## config.mk

```make
export PLATFORM = sky130hd
export DESIGN_NAME = dmem_lsu
export DESIGN_NICKNAME = d
export VERILOG_FILES = /design/src/rtl/dmem_lsu.sv
export SDC_FILE = /design/constraint.sdc
export NUM_CORES = 1
export LEC_CHECK = 0
export BUFFER_PORTS_ARGS = -buffer_cell sky130_fd_sc_hd__buf_4
export CAP_MARGIN = 20
export CORE_UTILIZATION = 50
export DETAILED_ROUTE_END_ITERATION = 7
export PLACE_DENSITY = 0.87
export SYNTH_ARGS = -nofsm -noshare
export SYNTH_HDL_FRONTEND = slang
export SYNTH_SLANG_ARGS = --single-unit
export TNS_END_PERCENT = 20
```

## constraint.sdc

```tcl
create_clock -name clk -period 2.3 [get_ports clk]
set_input_delay 0 -clock clk [delete_from_list [all_inputs] [get_ports clk]]
set_output_delay 0 -clock clk [all_outputs]
set_load 0.01 [all_outputs]
```

## src/rtl/dmem_lsu.sv

```systemverilog
// dmem_lsu: single-outstanding load/store initiator; sub-word stores are read-modify-write on a full-word memory port.
module dmem_lsu #(
    parameter int ADDR_W = 7
) (
    input  logic              clk,
    input  logic              rst_n,
    input  logic              req_valid,
    output logic              req_ready,
    input  logic              req_we,
    input  logic [1:0]        req_size,
    input  logic              req_unsigned,
    input  logic [31:0]       req_addr,
    input  logic [31:0]       req_wdata,
    output logic              resp_valid,
    input  logic              resp_ready,
    output logic [31:0]       resp_rdata,
    output logic              resp_err,
    output logic [ADDR_W-1:0] mem_a,
    output logic              mem_we,
    output logic [3:0]        mem_amp,
    output logic [31:0]       mem_wd,
    input  logic [31:0]       mem_rd
);
    typedef enum logic [2:0] {IDLE, LOAD, MERGE, STORE, RESP} state_t;
    state_t state;
    logic [ADDR_W+1:0] addr;
    logic [1:0] size;
    logic uns, err, unused_addr;
    logic [15:0] wdata, lane;
    logic [4:0] sh;
    logic [31:0] ext, mask, merged;

    assign unused_addr = ^req_addr[31:ADDR_W+2];
    assign req_ready = state == IDLE;
    assign mem_we = state == STORE;
    assign mem_amp = 4'b1111;
    assign mem_a = addr[ADDR_W+1:2];
    assign err = req_size == 2'b11 || (req_size == 2'b01 && req_addr[0]) ||
                 (req_size == 2'b10 && req_addr[1:0] != 2'b00);

    // Lane shift is shared by load extraction and store merge.
    always_comb begin
        sh = size == 2'b00 ? {addr[1:0], 3'b000} : {addr[1], 4'b0000};
        lane = 16'(mem_rd >> sh);
        ext = size == 2'b00 ? {{24{~uns & lane[7]}}, lane[7:0]} :
              size == 2'b01 ? {{16{~uns & lane[15]}}, lane} : mem_rd;
        mask = size == 2'b00 ? 32'h0000_00FF << sh : 32'h0000_FFFF << sh;
        merged = (mem_rd & ~mask) | (({16'h0000, wdata}) << sh & mask);
    end

    always_ff @(posedge clk or negedge rst_n) begin
        if (!rst_n) begin
            state <= IDLE;
            addr <= '0;
            size <= '0;
            uns <= 1'b0;
            wdata <= '0;
            mem_wd <= '0;
            resp_valid <= 1'b0;
            resp_rdata <= '0;
            resp_err <= 1'b0;
        end else begin
            case (state)
                IDLE: if (req_valid) begin
                    addr <= req_addr[ADDR_W+1:0];
                    size <= req_size;
                    uns <= req_unsigned;
                    wdata <= req_wdata[15:0];
                    resp_err <= err;
                    resp_valid <= err;
                    if (req_we && req_size == 2'b10 && !err) mem_wd <= req_wdata;
                    state <= err ? RESP : !req_we ? LOAD : req_size == 2'b10 ? STORE : MERGE;
                end
                LOAD: begin
                    resp_rdata <= ext;
                    resp_valid <= 1'b1;
                    state <= RESP;
                end
                MERGE: begin
                    mem_wd <= merged;
                    state <= STORE;
                end
                STORE: begin
                    resp_valid <= 1'b1;
                    state <= RESP;
                end
                RESP: if (resp_ready) begin
                    resp_valid <= 1'b0;
                    resp_rdata <= '0;
                    resp_err <= 1'b0;
                    state <= IDLE;
                end
                default: state <= IDLE;
            endcase
        end
    end
endmodule

```

==> metrics.md <==
| Metric | Value |
|---|---|
| Outcome | finished, final reports clean |
| # fillers | ~600 |
| Largest family of logic cells by synthesized area | multiplexers |
| Root Buffer | clkbuf_8 |
| Area fraction of the dominant cell type after synthesis | 0.475 |
| Seq cells post-synth | just under 100 |
| Tmin final | 2.06 ns |
| Top cells by count, synth | dfrtp_1, mux2i_1, mux2_2, a21oi_1, o221ai_1 |
| Setup violations, final | 0 |
| Final instance area | 0.00737 mm2 |
| Post-CTS setup buffer count | 0 |
| Maximum vdd drop | 0.685 mV |
| Post-synthesis sequential area ratio | 0.475 |
| Htree depth | 3 |
| Die ar. | approximately 0.011 mm2 |
| Post-Synth Adder-Cell Area | 0 |
| Syn Area/Cell | about 11 um2 |
| Cell taking the most area after synthesis | dfrtp_1 |
| Hold Violations, Final | 0 |
| CP Capture Type | flop |
| Worst-skew pair later-pin latency | 0.37 ns |
| CTS tree | built |
| Core area | a little under 0.01 mm2 |
| First-pass GRT wire length | approximately 25000 um |
| ANT cells | 0 |
| Post-synth EDFFs | 0 |
| Dominant cell by count in the synthesized netlist | dfrtp_1 |
| RSZ-0062 raised after global routing | no |
| Pre-antenna DRT Iters | 5 |
| Vias in the first global route | just under 5000 |
| Post_cts resized | 0 |
| Setup Skew | 0.0178 ns |
| Primary FF master, synth | dfrtp_1 |
| Critical R2R Launch | state[1] |
| CTS Buf Count | 9 |
| Hold Path Origin | mem_rd[0] |
| Mux share of post-synthesis cell area | 0.213 |
| Max-slew violation count | 0 |
| Die width | 103 um |
| Async SR Flop Fraction | 1.00 |
| Xor-xnor portion of the synthesized cell area | 0 |
| Mapped Area | roughly 0.005 mm2 |
| Max Cap Viol | 0 |
| YS warnings | 0 |
| # IOs | 183 |
| Initial antenna violation count | 0 |
| WP data arrival | about 2.3 ns |
| Unique masters post-synth | 47 |
| Clock slew at reported path FFs | 0.11 ns |
| Slew @ Worst Pin | ~0.78 ns |
| Cell count after synthesis | roughly 450 |
| Via/cell ratio | 6.03 |
| Hold crit path type | in2reg |
| Height of the chip | a little over 100 um |
| Largest net degree at the start of global routing | between 60 and 70 |
| Hpwl dp | between 10000 and 15000 um |
| Grt total ovfl | 0 |
| Cell Rows | 36 |
| Launch point of the worst path | state[1] |
| Compound-Gate Fraction of Synth Area | 0.156 |
| Cell Pwr Density | ~1300 mW/mm2 |
| Routed via count | a little under 5000 |
| Maximum fanout along the worst path | 48 |
| Max-slew headroom | 0.483 |
| Num Clock Sinks | between 90 and 100 |
| Cell Area, Placed | ~0.0063 mm2 |
| NumNets Final | approximately 770 |
| DR DRC count | 0 |
| Initial Util | 0.519 |
| LEAKAGE | ~3.6 nW |
| Total track usage | 0.319 |
| Syn-to-layout area delta | 44.0% |
| Worst setup SP type | flop |
| Layout cell share with drive strength beyond 1 | 0.348 |
| Critical path class | reg2reg |
| CTS Buffer Depth | 2 |
| Setup TNS | 0 ns |
| Simple-gate share of the synthesized area | 0.0895 |
| First-iteration detailed-routing DRC count | slightly above 400 |
| Final wirelength | 16800 um |
| Final Wtd Congestion | between 0.8 and 0.9 |
| WL/cell | roughly 21 um |
| FMAX | slightly below 500 MHz |
| Ranking of synthesized cells by area | dfrtp_1, mux2i_1, mux2_2 |
| Post-DRT Antenna Nets | 0 |
| CP required | approximately 2.6 ns |
| Final worst-path cycle share | 0.895 |
| Number of port buffers | 155 |
-- through the flow --
step | util | hold WS [ns] | worst slack (ns) | total power, mW | instances
3_3_place_gp | 0.643 | 0.120 | 0.396 | 7.45 | 709
5_1_grt | 0.747 | 0.0127 | 0.0843 | 9.79 | 802
4_1_cts | 0.744 | 0.00457 | 0.264 | 9.08 | 801
2_1_floorplan | - | -0.296 | 0.463 | 5.92 | 455
3_5_place_dp | 0.643 | 0.128 | 0.308 | 7.66 | 709
6_report | 0.747 | 0.0122 | 0.241 | 9.28 | 802
-- sequential cells by signal, summed over array words and instances, names as in the netlist --
name / flops
resp_rdata: 32
wdata: 16
size: 2
mem_wd: 32
addr: 9
resp_err: 1
resp_valid: 1
uns: 1
state: 3
-- path summary, 6_finish.rpt --
| check | to | slack (ns) | cells past startpoint |
|---|---|---|---|
| max | mem_wd[27] | 0.24 | 5 |
| min | resp_rdata[0] | 0.01 | 3 |
| max reg2reg | mem_wd[27] | 0.24 | 5 |
| min reg2reg | resp_rdata[5] | 0.50 | 2 |
| max in group asynchronous | resp_rdata[16] | 1.37 | 3 |
| min in group asynchronous | addr[8] | 0.25 | 2 |
-- layer usage --
layer | GRT usage | share of wire | vias to the layer above
li1 | - | - | 2091
met2 | 0.521 | 0.48 | 320
met1 | 0.395 | 0.38 | 2358
met4 | 0.153 | 0.037 | 0
met3 | 0.0834 | 0.10 | 64
met5 | 0 | 0 | -
-- cells in the final DEF (no fill, tap or decap), types with 3 or more instances in the layout --
| cell type | Yosys | layout |
|---|---|---|
| a221o_1 | 16 | 16 |
| mux2_2 | 36 | 36 |
| nand2b_1 | 5 | 5 |
| dfrtp_1 | 97 | 97 |
| o21ai_0 | 14 | 14 |
| inv_1 | 18 | 18 |
| nand3b_1 | 7 | 7 |
| a211oi_1 | 8 | 8 |
| buf_4 | 14 | 166 |
| inv_8 | 0 | 3 |
| conb_1 | 1 | 4 |
| a21oi_1 | 20 | 20 |
| o221ai_1 | 19 | 19 |
| o22ai_1 | 6 | 6 |
| nand2_1 | 15 | 15 |
| dlygate4sd3_1 | 0 | 76 |
| nor2_1 | 4 | 4 |
| a22o_1 | 9 | 9 |
| nor3_1 | 5 | 5 |
| mux2i_1 | 64 | 64 |
| clkbuf_8 | 0 | 9 |
| nand3_1 | 17 | 16 |
| nor2b_1 | 17 | 17 |
-- critical path, stage by stage, from the launching register on --
cell,delay (ns)
dfrtp_1,0.54
nor4b_4,0.45
o2111ai_4,0.17
buf_4,0.33
mux2i_1,0.30
a21oi_1,0.12
-- repair_timing --
| action | CTS | global route |
|---|---|---|
| endpoints found under the setup margin | 0 | 0 |
| hold buffers | 76 | 0 |
| endpoints found under the hold margin | 141 | 0 |
-- power breakdown --
part	internal (mW)	switching, mW
Combinational	2.44	2.36
Clock	0.640	0.663
Sequential	2.52	0.656
Total	5.60	3.68
-- cell type report --
cell class	count	area [um2]	area share
clock buffers	9	124	0.0168
clock inverters	7	111	0.0151
inverters	18	67.6	0.00917
multi-input cells	293	2390	0.325
flip-flops and latches	97	2430	0.330
well taps	133	166	0.0226
repair buffers	245	2070	0.282
-- cell families (layout without fill, tap and decap cells) --
family	count (synthesis)	in the layout
buffers and inverters	65	279
other	1	4
AO/OA/AOI/OAI	106	106
multiplexers	102	102
flip-flops	97	97
AND/OR/NAND/NOR	81	81
Note: power is estimated with default switching activity, not from simulation.
